$ cat config.mk
export PLATFORM = sky130hd
export DESIGN_NAME = byte_queue
export DESIGN_NICKNAME = d
export VERILOG_FILES = /design/src/rtl/byte_queue.sv
export SDC_FILE = /design/constraint.sdc
export NUM_CORES = 1
export LEC_CHECK = 0
export CAP_MARGIN = 20
export CORE_MARGIN = 2
export CORE_UTILIZATION = 47
export CTS_CLUSTER_DIAMETER = 80
export DETAILED_ROUTE_END_ITERATION = 6
export PLACE_DENSITY = 0.71
export SYNTH_ARGS = -nofsm -noshare
export SYNTH_HDL_FRONTEND = slang
export SYNTH_SLANG_ARGS = --single-unit
$ cat constraint.sdc
create_clock -name clock -period 2.2 [get_ports clock]
set_input_delay 0.33 -clock clock [delete_from_list [all_inputs] [get_ports clock]]
set_output_delay 0.33 -clock clock [all_outputs]
set_load 0.005 [all_outputs]
$ cat src/rtl/byte_queue.sv
// byte_queue: synchronous ready/valid FIFO buffering bytes from a bursty
// producer and presenting them in order on a decoupled output.
// Ports:
//   clock, reset (synchronous, active-low)
//   io_enq_valid/io_enq_ready/io_enq_bits : producer side
//   io_deq_valid/io_deq_ready/io_deq_bits : consumer side (bits 0 when empty)
//   io_count                              : occupancy 0..DEPTH
// All outputs depend on registered state only; there is no input-to-output path.
module byte_queue #(
  parameter int unsigned DEPTH = 4,
  parameter int unsigned WIDTH = 8
) (
  input  logic                             clock,
  input  logic                             reset,
  input  logic                             io_enq_valid,
  output logic                             io_enq_ready,
  input  logic [WIDTH-1:0]                 io_enq_bits,
  output logic                             io_deq_valid,
  input  logic                             io_deq_ready,
  output logic [WIDTH-1:0]                 io_deq_bits,
  output logic [$clog2(DEPTH+1)-1:0]       io_count
);

  localparam int unsigned CW = $clog2(DEPTH + 1);
  localparam int unsigned PW = $clog2(DEPTH);

  logic [WIDTH-1:0] mem_q [DEPTH];
  logic [WIDTH-1:0] mem_d [DEPTH];
  logic [PW-1:0]    wp_q, wp_d;
  logic [PW-1:0]    rp_q, rp_d;
  logic [CW-1:0]    count_q, count_d;
  logic             enq_fire;
  logic             deq_fire;

  // Pointer advance with wrap at DEPTH-1 (DEPTH need not be a power of two)
  function automatic logic [PW-1:0] next_ptr(input logic [PW-1:0] p);
    if (p == PW'(DEPTH - 1)) begin
      return '0;
    end
    return p + PW'(1);
  endfunction

  // Outputs from registered state
  always_comb begin
    io_enq_ready = (count_q != CW'(DEPTH));
    io_deq_valid = (count_q != '0);
    io_deq_bits  = io_deq_valid ? mem_q[rp_q] : '0;
    io_count     = count_q;
  end

  // Handshakes, pointer and occupancy next-state
  always_comb begin
    mem_d    = mem_q;
    wp_d     = wp_q;
    rp_d     = rp_q;
    count_d  = count_q;
    enq_fire = io_enq_valid & io_enq_ready;
    deq_fire = io_deq_valid & io_deq_ready;

    if (enq_fire) begin
      mem_d[wp_q] = io_enq_bits;
      wp_d        = next_ptr(wp_q);
    end
    if (deq_fire) begin
      rp_d = next_ptr(rp_q);
    end

    case ({enq_fire, deq_fire})
      2'b10:   count_d = count_q + CW'(1);
      2'b01:   count_d = count_q - CW'(1);
      default: count_d = count_q;
    endcase
  end

  // Control state; cleared synchronously while reset is low
  always_ff @(posedge clock) begin
    if (!reset) begin
      wp_q    <= '0;
      rp_q    <= '0;
      count_q <= '0;
    end else begin
      wp_q    <= wp_d;
      rp_q    <= rp_d;
      count_q <= count_d;
    end
  end

  // Storage is never cleared; writes are suppressed during reset
  always_ff @(posedge clock) begin
    if (reset) begin
      mem_q <= mem_d;
    end
  end

endmodule

# == After elaboration in Yosys (flattened, before gate mapping) ==
# Index checks and enable logic that the tools add are counted.
# classes
n_addsub,4
multipliers,0
n_div,0
order_cmp,3
eq_ne,5
n_shift,0
n_mux,16
bitwise_logic,4
reduce_logical,4
# ops
op,n
32-bit bitwise mux,1
8-bit 2-to-1 mux,4
8-bit binary-select mux with 2-bit select,1
8-bit demux with 2-bit select,1
2-bit 2-to-1 mux,4
2-bit equality test (second input constant),3
3-bit >= comparator (second input constant),2
2-bit inverter with 3-bit output,2
3-bit case mux with 2 select lines,1
2-bit by 1-bit adder with 2-bit output (second input constant),2
1-bit 2-to-1 mux,4
3-bit by 1-bit adder with 3-bit output (second input constant),1
3-bit by 1-bit less-than comparator with 1-bit output (second input constant),1
3-bit inequality test (second input constant),1
3-bit nonzero test,1
3-bit by 1-bit subtractor with 3-bit output (second input constant),1
1-bit AND,2
2-bit by 1-bit equality test with 1-bit output (second input constant),1
2-bit AND reduction,1
2-bit nonzero test,1
1-bit logical AND,1
# word_totals
register_bits,39
latchBits,0
mem_bits_rw,0
romBits,0
input_bits,12
out_inout_bits,13
word_cells,43
n_memories,0

# == Depth between registers and ports, before layout ==
# Gate-level depths: netlist of the first run.
# logic_depth
depth_word,6
ltp_mapped,10
ltp_nobuf,9

# == Least setup slack after synthesis of the first run ==
# OpenSTA, ideal clock, no wires.
# synth_path
kind,register to register
startpoint,register count_q[2] (netlist: io_count[2])
endpoint,register count_q[2] (netlist: io_count[2])
setup_ns,0.076
arrival_ns,2.365
required_time_ns,2.124
path_slack_ns,-0.240
stages_incl_launch_ff,11
path_buffers,1
cell_sequence,dfxtp_1 or3b_4 and2_4 buf_6 inv_1 ha_1 inv_1 fa_1 xor2_1 or3_2 a21boi_0
# synth_via
elab_chain_cells,4
elab_cells_between_ends,10
classes_between,2 x add/sub; 3 x eq/ne; 1 x mux; 2 x bitwise; 2 x reduce/logical
# synth_lines
item,line_no,text
from (decl),31,"logic [CW-1:0] count_q, count_d;"
from (signal assigned),84,count_q <= count_d;
3-bit inequality test *,45,io_enq_ready = (count_q != CW'(DEPTH));
via io_enq_ready,16,"output logic io_enq_ready,"
1-bit AND *,57,enq_fire = io_enq_valid & io_enq_ready;
2-bit by 1-bit equality test with 1-bit output or 2-bit equality test (tied branches),68,"case ({enq_fire, deq_fire})"
3-bit case mux with 2 select lines or 2-bit nonzero test (tied branches),--,
# Mark *: on every way through the listed nets, which the timed path passes. The rest lies on a longest branch.
# A chain may end at the register's enable or synchronous reset.

# == Worst setup path after layout of the first run ==
# layout_path
startpoint,register count_q[0] (netlist: io_count[0])
endpoint,register count_q[2] (netlist: io_count[2])
# layout_via
elab_chain_cells,4
elab_cells_between_ends,10
classes_between,2 x add/sub; 3 x eq/ne; 1 x mux; 2 x bitwise; 2 x reduce/logical
# layout_lines
item,line_no
3-bit inequality test or 3-bit nonzero test (tied branches),"45, 46"
"1-bit AND, on equally long branches","57, 58"
2-bit by 1-bit equality test with 1-bit output or 2-bit equality test (tied branches),68
3-bit case mux with 2 select lines or 2-bit nonzero test (tied branches),--
# Several ways; a longest one is shown, not always the timed one.

==> results.py, run 1 <==
metrics = {
    "floorplan": {
        "initial_core_util_pct": 49.6,
        "coreArea_um2": 3360,
        "num_io_pins": 25,
        "die-height_um": 63.5,
        "die_w_um": 63.5,
        "die-area_um2": 4040,
        "rows": 21,
    },
    "global_route": {
        "grtUsageTotal_pct": 16.5,
        "top_usage_layer": "met2",
        "grt-ovfl-total": 0,
        "grt_pass1_wl_um": 4820,
        "grt_pass1_vias": 1049,
        "use_met2_pct": 30.5,
        "grt_use_met3_pct": 4.46,
        "met1_usage_pct": 17.5,
        "antenna_found_initial": 0,
        "grt_max_degree": 13,
    },
    "setup_path": {
        "path_delay_family": "simple AND/OR/NAND/NOR gates",
        "path_common_cell": "inv_2",
        "critPathLaunchType": "register",
        "crit_type": "reg2reg",
        "crit_chain": "or3b_4 > and2_4 > inv_2 > ha_4 > inv_2 > fa_2 > xor2_2 > or3_4 > a21boi_2",
        "path_max_fanout": 3,
        "crit_path_end": "io_count[2]$_SDFFE_PN0P_",
        "reg2reg_slack_ns": 0.04,
        "worst-path-buf-inv": 2,
        "reg2reg_from": "io_count[0]$_SDFFE_PN0P_",
        "slowest_delay_ns": 0.40,
        "cp_num_cells": 9,
        "reg2reg_depth": 9,
        "worstPathRequired_ns": 2.48,
        "arrival_ns": 2.43,
        "critPathSlowestCell": "or3b_4",
        "cp-startpoint": "io_count[0]$_SDFFE_PN0P_",
        "cp-end-kind": "register",
        "r2r-end": "io_count[2]$_SDFFE_PN0P_",
    },
    "route": {
        "drc": 0,
        "antenna_left": 0,
        "drt-pass1-iter-count": 4,
        "drt_wl_total_um": 3000,
        "vias_per_cell": 5.02,
        "wl_per_cell_um": 15.2,
        "drt-initial-drc-count": 8,
        "vias": 993,
    },
    "layout": {
        "synthToLayoutAreaGrowth_pct": 31.2,
        "layout.nets": 170,
        "drive_gt1_share_pct": 32.9,
        "post-route-cell-area_um2": 2190,
        "antenna_cells": 0,
        "n_fill_cell": 287,
    },
    "timing": {
        "post-route-period-util_pct": 98.0,
        "timing.final.ws_setup_ns": 0.0437,
        "setup_violations": 0,
        "skew_ns": 0.00673,
        "worst_pin_slew_ns": 0.437,
        "fin_crit_ns": 2.16,
        "hold_viol": 0,
        "finalMaxSlewViolations": 0,
        "relSlewSlack_pct": 70.9,
        "fmaxAchievable_ghz": 0.464,
        "rsz0062_at_grt": "yes",
    },
    "synthesis": {
        "synth-edff-count": 32,
        "yosys.area_share.simple_pct": 9.98,
        "yosysWarnings": 0,
        "syn-num-nets": 123,
        "ys_types": 27,
        "syn_area_um2": 1670,
        "synth_fa_ha_area_share_pct": 5.71,
        "synth_top_family_by_area": "multiplexers",
        "muxShareOfSynthArea_pct": 11.4,
        "yosysSeqAreaShare_pct": 66.1,
        "synth-xor-area-share_pct": 1.05,
        "synth_flop_cell": "edfxtp_1",
        "syn-instance-count": 104,
        "synth-seq-cells": 39,
        "avgSynthCellArea_um2": 16.0,
        "synth_async_sr_flop_share_pct": 0,
        "synth_compound_area_share_pct": 2.55,
    },
    "flow_run": {
        "max_cap_violations": 0,
    },
    "clock_tree": {
        "cts.sinks": 39,
        "cts-htree-levels": 2,
        "tritoncts": "built",
        "cts.clk_slew.worst_paths_ns": 0.12,
        "cts_buffers": 5,
        "ctsRootBufferMaster": "clkbuf_4",
        "cts.path.max_buffers": 2,
        "hold_buffers": 0,
        "clk_latency_ns": 0.34,
    },
    "outcome": {
        "outcome": "finished clean",
    },
    "placement": {
        "io_buffers": 24,
        "place_hpwl_um": 2130,
        "dpl_cell_area_um2": 2070,
        "place_congestion": 0.661,
        "dp_slack_ns": -0.0551,
    },
    "min_path": {
        "hp-class": "reg2reg",
        "hold_start": "wp_q[1]$_SDFFE_PN0P_",
    },
    "power_and_ir_drop": {
        "p_switching_w": 0.000660,
        "p_clk_share_pct": 15.9,
        "p_leak_nw": 0.822,
        "powerDensity_nw_per_um2": 1020,
        "vdd_ir_drop_max_uv": 491,
        "power_frac_comb_pct": 43.0,
        "p_sw_share_pct": 29.7,
        "p_seq_share_pct": 41.2,
        "p_int_w": 0.00156,
    },
}
==> metal layers <==
layer / routed length [µm] / share of wire [%] / vias to the layer above
met5: 0 / 0 / -
met4: 66 / 2.2 / 0
met3: 121 / 4.0 / 7
met2: 1620 / 54 / 22
met1: 1200 / 40 / 487
li1: - / - / 477
==> worst min-delay path: stages (launching register included) <==
cell and delay, ns:
dfxtp_1 0.36, nand2_1 0.07, mux2i_1 0.05
==> power by group through the flow <==
stage	clock network [W]	registers [W]	logic (W)
2_1_floorplan	0	0.000935	0.000445
3_3_place_gp	0	0.000927	0.000898
3_5_place_dp	0	0.000933	0.000938
4_1_cts	0.000366	0.000919	0.000914
5_1_grt	0.000399	0.000927	0.00105
6_report	0.000353	0.000916	0.000956
==> cells in the final DEF, fill, tap and decap left out, types with 2 or more instances in the layout <==
cell / n
buf_6: 3
ha_1: 5
inv_1: 6
and3_1: 4
nand3_1: 2
clkdlybuf4s50_1: 16
mux4_2: 8
dlygate4sd2_1: 7
nor2b_1: 7
inv_2: 2
and2_1: 2
nand2_1: 6
o21ai_0: 3
buf_4: 17
dfxtp_2: 5
clkbuf_4: 5
dfxtp_1: 2
edfxtp_1: 32
==> layout make-up <==
class	count	area [µm²]	area share, %
sequential	39	1110	50.7
clock buffer	6	41.3	1.89
clock inverter	2	12.5	0.572
multi-input combinational	53	544	24.9
timing repair buffer	44	393	18.0
inverter	8	30.0	1.37
tap	46	57.6	2.63
==> registers in the layout (all words and copies together), names as in the netlist <==
signal,cells
rp_q,2
wp_q,2
io_count,3
mem_q,32
==> through the flow <==
stage	utilization (%)	std cells	TNS, ns	total power, W	hold slack [ns]
final	65.0	198	0	0.00222	0.513
after global routing	65.0	198	-0.0294	0.00238	0.545
after CTS	63.7	194	0	0.00220	0.517
after detailed placement	61.5	184	-0.0551	0.00187	0.496
after global placement	61.5	184	0	0.00183	0.487
after floorplan	-	104	-0.00663	0.00138	0.429
==> synthesized netlist by cell type (2+ instances only) <==
cell type   n  area (µm²)
clkbuf_1    2        7.51
dfxtp_1     7         140
and2_1      2        12.5
mux4_2      8         180
nand3_1     2        10.0
nand2_1     6        22.5
o21ai_0     3        15.0
ha_1        6        75.1
inv_1       8        30.0
nor2b_1     8        50.1
edfxtp_1   32         961
and3_1      4        25.0
a21boi_0    2        15.0
==> cells by family after synthesis <==
| family | Yosys count |
|---|---|
| simple gates | 28 |
| buf+inv | 12 |
| compound gates | 7 |
| fa+ha+maj | 7 |
| xor+xnor | 2 |
| flops | 39 |
| mux | 9 |
==> how the worst min path moves through the flow <==
stage | endpoint | slack, ns | depth (start not counted)
final | wp_q[1]$_SDFFE_PN0P_ | 0.51 | 2
after global routing | wp_q[1]$_SDFFE_PN0P_ | 0.54 | 2
after CTS | wp_q[1]$_SDFFE_PN0P_ | 0.52 | 2
after detailed placement | wp_q[1]$_SDFFE_PN0P_ | 0.50 | 2
after global placement | wp_q[1]$_SDFFE_PN0P_ | 0.49 | 2
after floorplan | mem_q[0]$_DFFE_PP_ | 0.43 | 0
==> what timing repair did <==
action | 4_1_cts | 5_1_grt
pin swaps | 0 | 4
setup buffers | 2 | 4
endpoints found under the setup margin | 9 | 4
resized for setup | 13 | 4
Note: power is estimated with default switching activity, not from simulation.
==> run 2: changes to the inputs <==
- ABC_AREA: not set -> 1
- ABC_CLOCK_PERIOD_IN_PS: not set -> 2200
- CORE_UTILIZATION: 47 -> 48
- REMOVE_ABC_BUFFERS: not set -> 1
==> results.py, run 2 <==
metrics = {
    "power_and_ir_drop": {
        "p_leak_nw": 0.874,
        "powerDensity_nw_per_um2": 1110,
        "vdd_ir_drop_max_uv": 615,
    },
    "setup_path": {
        "cp-end-kind": "output port",
        "critPathLaunchType": "register",
        "path_delay_family": "buffers and inverters",
        "worstPathRequired_ns": 1.87,
        "worst-path-buf-inv": 3,
        "path_common_cell": "nand2_1",
        "reg2reg_from": "io_count[0]$_SDFFE_PN0P_",
        "crit_chain": "buf_6 > inv_8 > nand2_1 > nand2_1 > nand2_1 > a21oi_1 > clkdlybuf4s50_1",
        "slowest_delay_ns": 0.52,
        "r2r-end": "io_count[2]$_SDFFE_PN0P_",
        "reg2reg_slack_ns": 0.35,
        "crit_type": "reg2out",
        "critPathSlowestCell": "clkdlybuf4s50_1",
        "arrival_ns": 1.75,
        "path_max_fanout": 17,
        "reg2reg_depth": 11,
    },
    "placement": {
        "io_buffers": 24,
        "place_hpwl_um": 2220,
        "place_congestion": 0.778,
    },
    "route": {
        "vias_per_cell": 4.75,
        "drt-initial-drc-count": 33,
        "vias": 1197,
        "wl_per_cell_um": 12.3,
        "drc": 0,
        "antenna_left": 0,
        "drt-pass1-iter-count": 4,
        "drt_wl_total_um": 3110,
    },
    "timing": {
        "hold_viol": 0,
        "fin_crit_ns": 2.08,
        "finalMaxSlewViolations": 0,
        "setup_violations": 0,
        "skew_ns": 0.00771,
        "final.setup.tns_ns": 0,
        "rsz0062_at_grt": "no",
        "relSlewSlack_pct": 81.2,
        "worst_pin_slew_ns": 0.281,
        "post-route-period-util_pct": 94.6,
        "holdWs_ns": 0.507,
        "fmaxAchievable_ghz": 0.480,
    },
    "synthesis": {
        "yosysWarnings": 0,
        "synth-seq-cells": 39,
        "yosys.area_share.simple_pct": 18.5,
        "synth_async_sr_flop_share_pct": 0,
        "synth_top_family_by_area": "simple AND/OR/NAND/NOR gates",
        "synth-edff-count": 32,
        "syn_area_um2": 1760,
        "synth_common_cells": "nand2_1 (45), edfxtp_1 (32), nor2_1 (29)",
        "synth_fa_ha_area_share_pct": 5.39,
        "muxShareOfSynthArea_pct": 0,
        "synth_area_leader_cell": "edfxtp_1",
        "yosysSeqAreaShare_pct": 62.4,
        "synth_flop_cell": "edfxtp_1",
        "synth_compound_area_share_pct": 5.96,
        "yosysMostFrequentCell": "nand2_1",
        "syn-instance-count": 170,
        "avgSynthCellArea_um2": 10.4,
        "synth-xor-area-share_pct": 0,
        "ys_types": 20,
        "netlist_top_cells_area": "edfxtp_1 (54%), nand2_1 (9.6%), dfxtp_1 (7.9%)",
        "yosysTopAreaCellShare_pct": 54.5,
    },
    "layout": {
        "multiInputGateArea_um2": 529,
        "antenna_cells": 0,
        "final_common_cell": "nand2_1",
        "regArea_um2": 1100,
        "drive_gt1_share_pct": 10.3,
        "synthToLayoutAreaGrowth_pct": 22.3,
        "layout.nets": 222,
        "final_cell_mix": "nand2_1 (44), edfxtp_1 (32), nor2_1 (29), clkdlybuf4s50_1 (24), inv_1 (14)",
        "n_fill_cell": 290,
        "largest_reg_flops": 32,
        "regMostFlops": "mem_q",
    },
    "floorplan": {
        "die-area_um2": 4180,
        "num_io_pins": 25,
        "coreArea_um2": 3610,
        "die-height_um": 64.6,
        "rows": 22,
        "die_w_um": 64.6,
        "initial_core_util_pct": 48.9,
    },
    "clock_tree": {
        "clk_latency_ns": 0.29,
        "cts_setup_buffers": 0,
        "cts-htree-levels": 2,
        "cts_buffers": 5,
        "cts.sinks": 39,
        "cts.clk_slew.worst_paths_ns": 0.07,
        "cts.path.max_buffers": 2,
        "hold_buffers": 0,
        "tritoncts": "built",
        "ctsRootBufferMaster": "clkbuf_8",
    },
    "global_route": {
        "antenna_found_initial": 0,
        "grt_pass1_vias": 1198,
        "grt_pass1_wl_um": 5210,
        "grt_max_degree": 18,
        "grt-ovfl-total": 0,
        "grtUsageTotal_pct": 16.6,
    },
    "min_path": {
        "worstHoldPathCells": 1,
        "min_to": "io_count[0]$_SDFFE_PN0P_",
        "hp-class": "reg2reg",
        "hold_start": "io_count[0]$_SDFFE_PN0P_",
    },
    "outcome": {
        "outcome": "finished clean",
    },
    "flow_run": {
        "max_cap_violations": 0,
    },
}
## run 2: cell count changes after synthesis, sizes merged, moves of 2 or more
cell	change
nand2	+41
nor2	+31
a21oi	+11
inv	+9
mux4	-8
nor2b	-8
o21ai	+6
and3	-4
and2	-3
a21boi	-2
or3	-2
## run 2: worst max path at each step
stage                             startpoint                       end  cells past startpoint
floorplan           io_count[0]$_SDFFE_PN0P_  io_count[2]$_SDFFE_PN0P_                     13
global placement                io_deq_ready  io_count[2]$_SDFFE_PN0P_                     12
detailed placement              io_deq_ready  io_count[2]$_SDFFE_PN0P_                     12
CTS                 io_count[0]$_SDFFE_PN0P_            io_deq_bits[1]                      5
global route            rp_q[0]$_SDFFE_PN0P_            io_deq_bits[1]                      6
finish                  rp_q[0]$_SDFFE_PN0P_            io_deq_bits[4]                      7
## run 2: through the flow
stage | std cells | setup WS (ns) | util (%) | power [W] | cell area (µm²)
detailed placement | 244 | 0.135 | 56.7 | 0.00185 | 2040
CTS | 252 | 0.0466 | 59.7 | 0.00241 | 2150
finish | 252 | 0.118 | 59.9 | 0.00240 | 2160
global route | 252 | 0.00327 | 59.9 | 0.00257 | 2160
global placement | 244 | 0.232 | 56.7 | 0.00181 | 2040
floorplan | 166 | 0.527 | - | 0.00141 | 1700
## run 2: area by class of cell
cell class	count	share of cell area, %
flip-flops and latches	39	51.0
multi-input cells	110	24.5
repair buffers	30	13.4
inverters	17	3.30
clock buffers	5	3.19
well taps	48	2.78
clock inverters	3	1.80
## run 2: power breakdown
| part | internal, W | switching (W) | leakage (nW) |
|---|---|---|---|
| Clock | 0.000331 | 0.000229 | 0.0556 |
| Combinational | 0.000437 | 0.000489 | 0.470 |
| Sequential | 0.000873 | 0.0000453 | 0.348 |
## run 2: routing by layer
layer | GRT usage [%] | vias up | share of wire [%]
li1 | - | 618 | -
met1 | 17.9 | 549 | 39
met2 | 31.6 | 25 | 56
met3 | 3.65 | 5 | 3.4
met4 | 5.85 | 0 | 1.4
met5 | 0 | - | 0
## run 2: logic make-up after synthesis
family,after synthesis
simple gates,82
compound gates,21
flops,39
buf+inv,21
fa+ha+maj,7
## run 2: timing repair
action                                  CTS  global route
hold endpoints to repair                  0             0
gates resized for setup                   0             3
endpoints found under the setup margin    0             8
## run 2: worst register-to-register path, delay by kind of cell, from the launching register on
family	cells	cell delay, ns
and+or+nand+nor	7	0.76
adders and majority gates	2	0.57
DFF	1	0.35
buffers and inverters	2	0.11
==> run 3: changes to the inputs <==
- PLACE_DENSITY: 0.71 -> 0.86
==> results.py, run 3 (synthesis gave the netlist of run 2 again) <==
metrics = {
    "power_and_ir_drop": {
        "p_switching_w": 0.000756,
        "p_clk_share_pct": 19.9,
        "p_int_w": 0.00158,
        "p_leak_nw": 0.907,
        "power_frac_comb_pct": 40.1,
        "p_seq_share_pct": 40.1,
        "vdd_ir_drop_max_uv": 550,
        "powerDensity_nw_per_um2": 1070,
        "p_sw_share_pct": 32.4,
    },
    "timing": {
        "relSlewSlack_pct": 86.0,
        "rsz0062_at_grt": "no",
        "worst_pin_slew_ns": 0.209,
        "final.setup.tns_ns": 0,
        "hold_viol": 0,
        "post-route-period-util_pct": 95.1,
        "skew_ns": 0.00637,
        "fmaxAchievable_ghz": 0.478,
        "fin_crit_ns": 2.09,
        "setup_violations": 0,
        "finalMaxSlewViolations": 0,
    },
    "setup_path": {
        "path_delay_family": "buffers and inverters",
        "cp-end-kind": "output port",
        "critPathLaunchType": "register",
        "reg2reg_from": "io_count[0]$_SDFFE_PN0P_",
        "crit_type": "reg2out",
        "path_max_fanout": 17,
        "slowest_delay_ns": 0.52,
        "crit_chain": "clkbuf_16 > inv_8 > nand2_1 > nand2_1 > nand2_1 > a21oi_1 > clkdlybuf4s50_1",
        "reg2reg_depth": 13,
        "worstPathRequired_ns": 1.87,
        "arrival_ns": 1.76,
        "path_common_cell": "nand2_1",
        "reg2reg_slack_ns": 0.25,
        "worst-path-buf-inv": 3,
        "critPathSlowestCell": "clkdlybuf4s50_1",
        "r2r-end": "io_count[2]$_SDFFE_PN0P_",
    },
    "floorplan": {
        "die-area_um2": 4180,
        "die_w_um": 64.6,
        "rows": 22,
        "die-height_um": 64.6,
        "initial_core_util_pct": 48.9,
        "num_io_pins": 25,
        "coreArea_um2": 3610,
    },
    "layout": {
        "post-route-cell-area_um2": 2180,
        "antenna_cells": 0,
        "n_fill_cell": 277,
        "regArea_um2": 1100,
        "synthToLayoutAreaGrowth_pct": 23.5,
        "layout.nets": 223,
        "drive_gt1_share_pct": 10.2,
        "final_cell_mix": "nand2_1 (45), edfxtp_1 (32), nor2_1 (29), clkdlybuf4s50_1 (22), inv_1 (14)",
        "regMostFlops": "mem_q",
        "largest_reg_flops": 32,
        "final_common_cell": "nand2_1",
        "multiInputGateArea_um2": 527,
    },
    "route": {
        "drt-pass1-iter-count": 4,
        "drt-initial-drc-count": 34,
        "vias_per_cell": 4.69,
        "drt_wl_total_um": 3030,
        "vias": 1186,
        "antenna_left": 0,
        "wl_per_cell_um": 12.0,
        "drc": 0,
    },
    "placement": {
        "dpl_cell_area_um2": 2040,
        "place_congestion": 0.820,
        "place_hpwl_um": 2050,
        "io_buffers": 24,
    },
    "clock_tree": {
        "cts_setup_buffers": 0,
        "cts-htree-levels": 2,
        "ctsRootBufferMaster": "clkbuf_8",
        "clk_latency_ns": 0.28,
        "hold_buffers": 0,
        "cts.path.max_buffers": 2,
        "tritoncts": "built",
        "cts_buffers": 5,
        "cts.sinks": 39,
        "cts.clk_slew.worst_paths_ns": 0.07,
    },
    "flow_run": {
        "max_cap_violations": 0,
    },
    "outcome": {
        "outcome": "finished clean",
    },
    "min_path": {
        "min_to": "io_count[0]$_SDFFE_PN0P_",
        "worstHoldPathCells": 1,
        "hp-class": "reg2reg",
        "hold_start": "io_count[0]$_SDFFE_PN0P_",
    },
    "global_route": {
        "grtUsageTotal_pct": 16.5,
        "grt_pass1_wl_um": 5020,
        "grt-ovfl-total": 0,
        "grt_max_degree": 18,
        "grt_pass1_vias": 1121,
        "antenna_found_initial": 0,
    },
}
[run 3: repair_timing]
item / CTS / global route
resized for setup: 0 / 9
hold endpoints to repair: 0 / 0
setup endpoints to repair: 0 / 8
[run 3: layout make-up]
class	instances	area share, %
clock buffers	7	3.96
clock inverters	1	0.172
inverters	17	3.39
multi-input cells	110	24.2
flip-flops and latches	39	50.7
well taps	48	2.76
repair buffers	31	14.8
[run 3: how the worst max path moves through the flow]
stage                             start                        to  slack (ns)  cells past startpoint
6_report           rp_q[0]$_SDFFE_PN0P_            io_deq_bits[6]        0.11                      7
5_1_grt            rp_q[1]$_SDFFE_PN0P_            io_deq_bits[1]       0.003                      5
4_1_cts        io_count[2]$_SDFFE_PN0P_            io_deq_bits[5]        0.02                      5
3_5_place_dp               io_deq_ready  io_count[2]$_SDFFE_PN0P_        0.08                     12
3_3_place_gp               io_deq_ready  io_count[2]$_SDFFE_PN0P_        0.24                     12
2_1_floorplan  io_count[0]$_SDFFE_PN0P_  io_count[2]$_SDFFE_PN0P_        0.53                     13
[run 3: through the flow]
stage,power [W],instances,setup slack [ns],hold WS [ns],util (%)
floorplan,0.00141,166,0.527,0.429,-
global placement,0.00180,244,0.236,0.485,56.7
detailed placement,0.00184,244,0.0830,0.488,56.7
CTS,0.00231,252,0.0157,0.504,59.2
global route,0.00252,253,0.00269,0.558,60.4
finish,0.00234,253,0.108,0.507,60.4
[run 3: power by group through the flow]
stage          sequential, W  combinational [W]  clock (W)
2_1_floorplan       0.000957           0.000449          0
3_3_place_gp        0.000935           0.000867          0
3_5_place_dp        0.000937           0.000901          0
4_1_cts             0.000922           0.000906   0.000481
5_1_grt             0.000944            0.00106   0.000515
6_report            0.000936           0.000936   0.000464
[run 3: routing by layer]
metal,routed length [µm],track usage (%),vias up,share of wire [%]
met5,0,0,-,0
met3,114,4.69,5,3.8
met4,57,8.78,0,1.9
met2,1650,29.4,24,55
li1,-,-,623,-
met1,1200,17.6,534,40
